<file path="config.mk">
export PLATFORM = sky130hd
export DESIGN_NAME = shifter_univ_flat
export DESIGN_NICKNAME = d
export VERILOG_FILES = /design/src/rtl/shifter_univ_if.sv /design/src/rtl/shifter_univ.sv /design/src/flat_wrapper.sv
export SDC_FILE = /design/constraint.sdc
export NUM_CORES = 1
export LEC_CHECK = 0
export CAP_MARGIN = 20
export CORE_UTILIZATION = 45
export CTS_CLUSTER_SIZE = 16
export DETAILED_ROUTE_END_ITERATION = 16
export PLACE_DENSITY_LB_ADDON = 0.2
export SETUP_SLACK_MARGIN = 0.02
export SYNTH_ARGS = -nofsm -noshare
export SYNTH_HDL_FRONTEND = slang
export SYNTH_SLANG_ARGS = --single-unit
</file>
<file path="constraint.sdc">
create_clock -name clk -period 2.1 [get_ports clk]
set_clock_uncertainty 0.1 [all_clocks]
set_input_delay 0.315 -clock clk [delete_from_list [all_inputs] [get_ports clk]]
set_output_delay 0.315 -clock clk [all_outputs]
set_load 0.01 [all_outputs]
</file>
<file path="src/rtl/shifter_univ_if.sv">
// shifter_univ_if: handshake and data bundle for the universal shift register.
//   master: drives mode, shift_right, shift_left, d, amount, start;
//           observes q, ser_out_r, ser_out_l, busy, done.
//   slave : the shift register side (directions reversed).
interface shifter_univ_if #(
  parameter int unsigned WIDTH = 8
);
  localparam int unsigned AW = $clog2(WIDTH) + 1;

  logic [2:0]       mode;
  logic             shift_right;
  logic             shift_left;
  logic [WIDTH-1:0] d;
  logic [AW-1:0]    amount;
  logic             start;
  logic [WIDTH-1:0] q;
  logic             ser_out_r;
  logic             ser_out_l;
  logic             busy;
  logic             done;

  modport master (
    output mode, shift_right, shift_left, d, amount, start,
    input  q, ser_out_r, ser_out_l, busy, done
  );

  modport slave (
    input  mode, shift_right, shift_left, d, amount, start,
    output q, ser_out_r, ser_out_l, busy, done
  );
endinterface

</file>
<file path="src/rtl/shifter_univ.sv">
// shifter_univ: parametrised universal shift register with a multi-position
// shift sequencer (one single-bit shift per clock) under start/busy/done.
//   clk : clock, all state updates on the rising edge
//   clr : synchronous reset, active-low; aborts any operation in progress
//   bus : shifter_univ_if slave port
//         mode/amount/d sampled only with an accepted start (IDLE only)
//         shift_right/shift_left serial fill bits, sampled live on each shift
//         q register, ser_out_r = q[0], ser_out_l = q[WIDTH-1]
//         busy high in RUN, done high for the one cycle in DONE
module shifter_univ #(
  parameter int unsigned WIDTH = 8
) (
  input logic                 clk,
  input logic                 clr,
  shifter_univ_if.slave       bus
);

  localparam int unsigned AW = $clog2(WIDTH) + 1;

  localparam logic [2:0] ModeHold = 3'b000;
  localparam logic [2:0] ModeShr  = 3'b001;
  localparam logic [2:0] ModeShl  = 3'b010;
  localparam logic [2:0] ModeLoad = 3'b011;
  localparam logic [2:0] ModeRor  = 3'b100;
  localparam logic [2:0] ModeRol  = 3'b101;
  localparam logic [2:0] ModeSar  = 3'b110;

  typedef enum logic [1:0] {
    StIdle,
    StRun,
    StDone
  } state_e;

  state_e           state_q, state_d;
  logic [WIDTH-1:0] q_q, q_d;
  logic [AW-1:0]    cnt_q, cnt_d;
  logic [2:0]       mode_q, mode_d;

  // One single-bit step of the selected operation; hold/load/reserved keep v.
  function automatic logic [WIDTH-1:0] shift_one(input logic [WIDTH-1:0] v,
                                                 input logic [2:0]       m,
                                                 input logic             sr,
                                                 input logic             sl);
    logic [WIDTH-1:0] r;
    r = v;
    case (m)
      ModeShr: r = {sr, v[WIDTH-1:1]};
      ModeShl: r = {v[WIDTH-2:0], sl};
      ModeRor: r = {v[0], v[WIDTH-1:1]};
      ModeRol: r = {v[WIDTH-2:0], v[WIDTH-1]};
      ModeSar: r = {v[WIDTH-1], v[WIDTH-1:1]};
      default: r = v;
    endcase
    return r;
  endfunction

  function automatic logic is_shift(input logic [2:0] m);
    return (m == ModeShr) || (m == ModeShl) || (m == ModeRor) ||
           (m == ModeRol) || (m == ModeSar);
  endfunction

  // State register
  always_ff @(posedge clk) begin
    if (!clr) begin
      state_q <= StIdle;
      q_q     <= '0;
      cnt_q   <= '0;
      mode_q  <= ModeHold;
    end else begin
      state_q <= state_d;
      q_q     <= q_d;
      cnt_q   <= cnt_d;
      mode_q  <= mode_d;
    end
  end

  // Next-state and datapath
  always_comb begin
    state_d = state_q;
    q_d     = q_q;
    cnt_d   = cnt_q;
    mode_d  = mode_q;
    unique case (state_q)
      StIdle: begin
        if (bus.start) begin
          if (bus.mode == ModeLoad) begin
            q_d     = bus.d;
            state_d = StDone;
          end else if (is_shift(bus.mode) && (bus.amount != '0)) begin
            mode_d  = bus.mode;
            cnt_d   = bus.amount;
            state_d = StRun;
          end else begin
            // Hold, reserved, or a zero-length shift completes immediately.
            state_d = StDone;
          end
        end
      end
      StRun: begin
        q_d   = shift_one(q_q, mode_q, bus.shift_right, bus.shift_left);
        cnt_d = cnt_q - AW'(1);
        if (cnt_q == AW'(1)) begin
          state_d = StDone;
        end
      end
      StDone: begin
        // Start is not accepted here; the requester waits for IDLE.
        state_d = StIdle;
      end
      default: begin
        state_d = StIdle;
      end
    endcase
  end

  // Outputs
  always_comb begin
    bus.q         = q_q;
    bus.ser_out_r = q_q[0];
    bus.ser_out_l = q_q[WIDTH-1];
    bus.busy      = (state_q == StRun);
    bus.done      = (state_q == StDone);
  end

endmodule

</file>
<file path="src/flat_wrapper.sv">
// flat-port wrapper written by rule: the top's interface ports become plain ports
module shifter_univ_flat 
#(
  parameter int unsigned WIDTH = 8
)
  (clk, clr, bus_mode, bus_shift_right, bus_shift_left, bus_d, bus_amount, bus_start, bus_q, bus_ser_out_r, bus_ser_out_l, bus_busy, bus_done);
  shifter_univ_if #(.WIDTH(WIDTH)) bus_i ();
  input logic clk;
  input logic clr;
  input wire logic [$bits(bus_i.mode)-1:0] bus_mode;
  input wire logic [$bits(bus_i.shift_right)-1:0] bus_shift_right;
  input wire logic [$bits(bus_i.shift_left)-1:0] bus_shift_left;
  input wire logic [$bits(bus_i.d)-1:0] bus_d;
  input wire logic [$bits(bus_i.amount)-1:0] bus_amount;
  input wire logic [$bits(bus_i.start)-1:0] bus_start;
  output wire logic [$bits(bus_i.q)-1:0] bus_q;
  output wire logic [$bits(bus_i.ser_out_r)-1:0] bus_ser_out_r;
  output wire logic [$bits(bus_i.ser_out_l)-1:0] bus_ser_out_l;
  output wire logic [$bits(bus_i.busy)-1:0] bus_busy;
  output wire logic [$bits(bus_i.done)-1:0] bus_done;
  assign bus_i.mode = bus_mode;
  assign bus_i.shift_right = bus_shift_right;
  assign bus_i.shift_left = bus_shift_left;
  assign bus_i.d = bus_d;
  assign bus_i.amount = bus_amount;
  assign bus_i.start = bus_start;
  assign bus_q = bus_i.q;
  assign bus_ser_out_r = bus_i.ser_out_r;
  assign bus_ser_out_l = bus_i.ser_out_l;
  assign bus_busy = bus_i.busy;
  assign bus_done = bus_i.done;
  shifter_univ #(.WIDTH(WIDTH)) u_core (.clk(clk), .clr(clr), .bus(bus_i));
endmodule
</file>
**Yosys cells after proc, flatten, opt, wreduce, memory -nomap -nowiden**

Index checks and enable logic that the tools add are counted.

- Equality and inequality tests: 22
- Shifts and indexed selects: 0
- Bitwise logic cells: 1
- Muxes and demuxes: 13
- Multipliers: 0
- $add $sub $neg: 1
- Reductions and logical operators: 13
- Divide/modulo/power cells: 0
- $lt $le $gt $ge: 0

Operators with widths:

| kind | count |
|---|---|
| $pmux W8 S5 | 1 |
| $eq A3 B3 Y1 const B | 6 |
| $mux W8 | 2 |
| $pmux W8 S2 | 1 |
| $mux W4 | 3 |
| $reduce_and A4 Y1 | 3 |
| $eq A3 B2 Y1 const B | 3 |
| $mux W2 | 4 |
| $pmux W4 S2 | 1 |
| $eq A3 B1 Y1 const B | 2 |
| $ne A2 B1 Y1 const B | 3 |
| $ne A2 B2 Y1 const B | 3 |
| $ne A6 B1 Y1 const B | 1 |
| $ne A5 B1 Y1 const B | 1 |
| $reduce_and A5 Y1 | 1 |
| $eq A4 B1 Y1 const B | 1 |
| $logic_or A1 B1 Y1 | 4 |
| $pmux W2 S2 | 1 |
| $reduce_bool A4 Y1 | 1 |
| $sub A4 B1 Y4 const B | 1 |
| $eq A2 B1 Y1 const B | 1 |
| $eq A2 B2 Y1 const B | 1 |
| $logic_not A2 Y1 | 1 |
| $reduce_and A2 Y1 | 1 |
| other kinds (3) | 3 |

- Bits of input ports: 20
- Output and inout port bits: 12
- Logic and storage cells: 55
- Bits in read-only memories: 0
- Register bits after elaboration: 17
- Bits in writable memories: 0
- Memories kept: 0
- Bits in latches: 0

**Longest topological paths before layout**

- Word-level depth: 10
- Mapped depth: 6
- Depth with buffers taken out: 6

**Least setup slack after synthesis**

OpenSTA, ideal clock, no wires.

- Path type: register to register
- Start point: reg u_core.state_q[1]
- End point: reg u_core.cnt_q[3]
- Buffers on the path: 0
- Data arrival time: 1.542 ns
- Slack: 0.343 ns
- Setup time: 0.115 ns
- Cell stages (with the launch flop): 5
- Data required time: 1.885 ns
- Clock period less this slack: 1.757 ns
- Cell sequence: dfxtp_1 -> or3b_4 -> nor4_4 -> and3b_1 -> o21a_1

- Word-level cells in the longest chain between the ends: 3
- Elaborated cells between the ends (all ways): 8
- Those cells by class: eq/ne (4); mux (1); reduce/logical (3)

RTL lines:

| item | line | RTL |
|---|---|---|
| start, declared | shifter_univ.sv:34 | `state_e state_q, state_d;` |
| start signal, assigned | shifter_univ.sv:65 | `state_q <= StIdle;` |
| start signal, assigned | shifter_univ.sv:70 | `state_q <= state_d;` |
| $logic_not A2 Y1 / $eq A2 B1 Y1 (equally long branches) | shifter_univ.sv:83 | `unique case (state_q)` |
| $ne A2 B2 Y1 (no source line) (tied with other cells) | n/a |  |
| $reduce_and A4 Y1 (no source line) | n/a |  |
| end signal, assigned | shifter_univ.sv:72 | `cnt_q <= cnt_d;` |
| end, declared | shifter_univ.sv:36 | `logic [AW-1:0] cnt_q, cnt_d;` |

Parallel ways exist; a longest one is shown, timed or not.
A chain may end at the register's enable or synchronous reset.

**Final worst setup path**

- Start point: reg u_core.state_q[1]
- End point: out bus_busy

- Word-level cells in the longest chain between the ends: 1

RTL lines:

| item | line | RTL |
|---|---|---|
| $eq A2 B1 Y1 | shifter_univ.sv:121 | `bus.busy = (state_q == StRun);` |
| end, declared | flat_wrapper.sv:19 | `output wire logic [$bits(bus_i.busy)-1:0] bus_busy;` |

Every way passes these cells.

==> reports/summary.txt <==
Switch Pwr = 262 uW
Final core utilization = 67.4%
Count of final max-slew check failures = 0
Placed cell count = 197
Pleak = 0.000590 uW
I/O pin count = 32
Starting Density = 49.5%
Yosys reg bits = 17
Final period util = 93.9%
Combinational Power Share = 32.9%
Mean Syn Cell Area = 8.29 um^2
Vias in the first global route = 1069
Layout Nets = 196
RSZ-0062 raised after global routing = no
HP Class = reg2reg
Fin. Hold Viols = 0
Worst-path fanout max = 7
Crit path launch type = register
Vias = 1178
GR Util All Layers = 23.9%
Grt total ovfl = 0
Clock buffer count from CTS = 3
Root Driver = clkbuf_4
Crit path DAT = 1560 ps
Worst-Margin Slew = 588 ps
Final HPWL DP = 2.19 mm
Antenna Cells = 0
PD cells = 542 nW/um^2
Seq/Total Area, Yosys = 30.0%
Share of cells above drive strength 1 = 13.9%
Post-CTS Setup Repair Bufs = 0
Count of input and output buffers = 31
Peak supply drop = 0.000551 V
CTS tree = built
Remaining antenna violation count after routing = 0
Initial drt markers = 26
Routed wire length = 2.87 mm
Hold WS = 454 ps
Total Neg Setup Slack = 0 ps
Peak Freq = 507 MHz
Place WS = -70.1 ps
Drt via density = 5.86
Outcome = finished clean
Row Count = 17
Drt drc = 0
Core area = 2300 um^2
CTS clk-pin slew, worst paths = 110 ps
Setup violators final = 0
Clk pwr share = 21.5%
Non-filler cells, final = 201
Ys flop type = dfxtp_1
Post-synth EDFFs = 0
First-pass GRT wire length = 4.79 mm
Crit path time final = 1970 ps
Sequential share of power = 45.6%
Fillers = 208
Syn nets = 159
Initial antenna violation count = 0
Reg area = 340 um^2
GPL Wtd Cong = 0.830
Asr flop ratio synth = 0%
Setup CP Type = reg2out
Synth Instances = 137
Internal power = 577 uW
Die Area = 2730 um^2
Reg2Reg Depth = 5
Drt first pass iters = 4
Sw Share = 31.2%
Wirelength per Cell = 14.3 um
Unique cell type count in the Yosys netlist = 48
Rel. slew slack = 60.7%
Die H = 52.2 um
Multi-input gate area = 718 um^2
Data required, critical path = 1680 ps
Synth warnings = 0
Worst skew pair latency = 300 ps
Synth Cell Area = 1140 um^2
CTS Sinks = 17
Largest net degree at the start of global routing = 17
Max-capacitance violation count = 0
Area growth, synth to finish = 36.2%
Cells on Worst Hold Path = 2
Chip width = 52.2 um
Number of H-tree levels = 1
Critical path endpoint category = output port
Setup ws final = 128 ps
Bufs on Longest Clock Path = 2
cells by family after synthesis:
group	count (synthesis)	synth area share [%]
AND/OR/NAND/NOR	56	32.0
AO/OA/AOI/OAI	41	25.4
buffers and inverters	17	6.83
flip-flops	17	30.0
multiplexers	4	3.52
adder cells (fa/ha/maj)	2	2.20
Yosys cell counts, types with 2 or more instances:
cell type / count / area, um^2
dfxtp_1: 17 / 340
o21ai_0: 9 / 45.0
clkbuf_1: 8 / 30.0
nor2_1: 8 / 30.0
a31oi_1: 7 / 43.8
nand3_1: 7 / 35.0
a22o_1: 6 / 52.6
nand2_1: 6 / 22.5
inv_1: 5 / 18.8
nor2b_1: 5 / 31.3
a21oi_1: 4 / 20.0
and3b_1: 4 / 35.0
mux2i_1: 4 / 40.0
and2_1: 3 / 18.8
nand2b_1: 3 / 18.8
nor3b_1: 3 / 22.5
a32oi_1: 2 / 17.5
buf_4: 2 / 15.0
ha_1: 2 / 25.0
nand3b_1: 2 / 15.0
nor4_1: 2 / 12.5
o21a_1: 2 / 15.0
flip-flops by register name (all words and copies together), names as in the netlist:
| name | cells |
|---|---|
| u_core.bus.q | 8 |
| u_core.cnt_q | 4 |
| u_core.state_q | 2 |
| u_core.mode_q | 3 |
routing by layer:
layer	up-vias	part of all wire (%)	global-route usage, %	wire length, um
met2	44	47	40.4	1350
met5	-	0	0	0
met3	2	5.4	6.09	156
met4	0	0.49	2.63	14
li1	583	-	-	-
met1	549	47	31.4	1350
layout by cell type, fill, tap and decap left out, types with 2 or more instances in the layout:
cell type / count
a31oi_1: 7
dfxtp_1: 17
clkdlybuf4s50_1: 31
nand2_1: 6
nor2b_1: 5
nand3b_1: 2
nor4_1: 2
a32oi_1: 2
inv_1: 4
a21oi_1: 4
and3b_1: 4
mux2i_1: 4
a22o_1: 6
buf_4: 13
ha_1: 2
nand2b_1: 3
nor2_1: 8
nand3_1: 7
clkbuf_4: 3
o21a_1: 2
nor3b_1: 3
o21ai_0: 9
and2_1: 3
critical path: stages (launching register included):
cell and delay [ps]:
dfxtp_1 390, nand2b_1 200, inv_2 130, clkdlybuf4s50_1 550
layout make-up:
cell class | instances | area share, %
multi-input cells | 103 | 46.4
inverters | 5 | 1.21
flip-flops and latches | 17 | 22.0
repair buffers | 44 | 26.4
clock buffers | 3 | 1.46
well taps | 28 | 2.26
clock inverters | 1 | 0.323
power by group through the flow:
stage               logic [uW]  clock network, uW  registers [uW]
floorplan                  161                  0             380
global placement           266                  0             387
detailed placement         274                  0             390
CTS                        276                186             382
global route               306                205             388
finish                     276                180             383
what timing repair did:
item / 4_1_cts / 5_1_grt
hold buffers: 0 / 0
endpoints found under the setup margin: 0 / 1
resized for setup: 0 / 1
stage by stage:
stage	instance area [um^2]	total power [uW]
3_3_place_gp	1520	653
6_report	1550	839
4_1_cts	1550	844
2_1_floorplan	1140	541
5_1_grt	1550	899
3_5_place_dp	1520	664
worst paths after layout:
kind / from / end / slack (ps)
max reg2reg: u_core.mode_q[0]$_SDFFE_PN0P_ / u_core.bus.q[0]$_SDFFE_PN0P_ / 270
max: u_core.state_q[1]$_SDFFE_PN0P_ / bus_busy / 130
min: u_core.cnt_q[2]$_SDFFE_PN0P_ / u_core.cnt_q[2]$_SDFFE_PN0P_ / 450
min reg2reg: u_core.cnt_q[2]$_SDFFE_PN0P_ / u_core.cnt_q[2]$_SDFFE_PN0P_ / 450
Power figures use the tool's default switching activity.
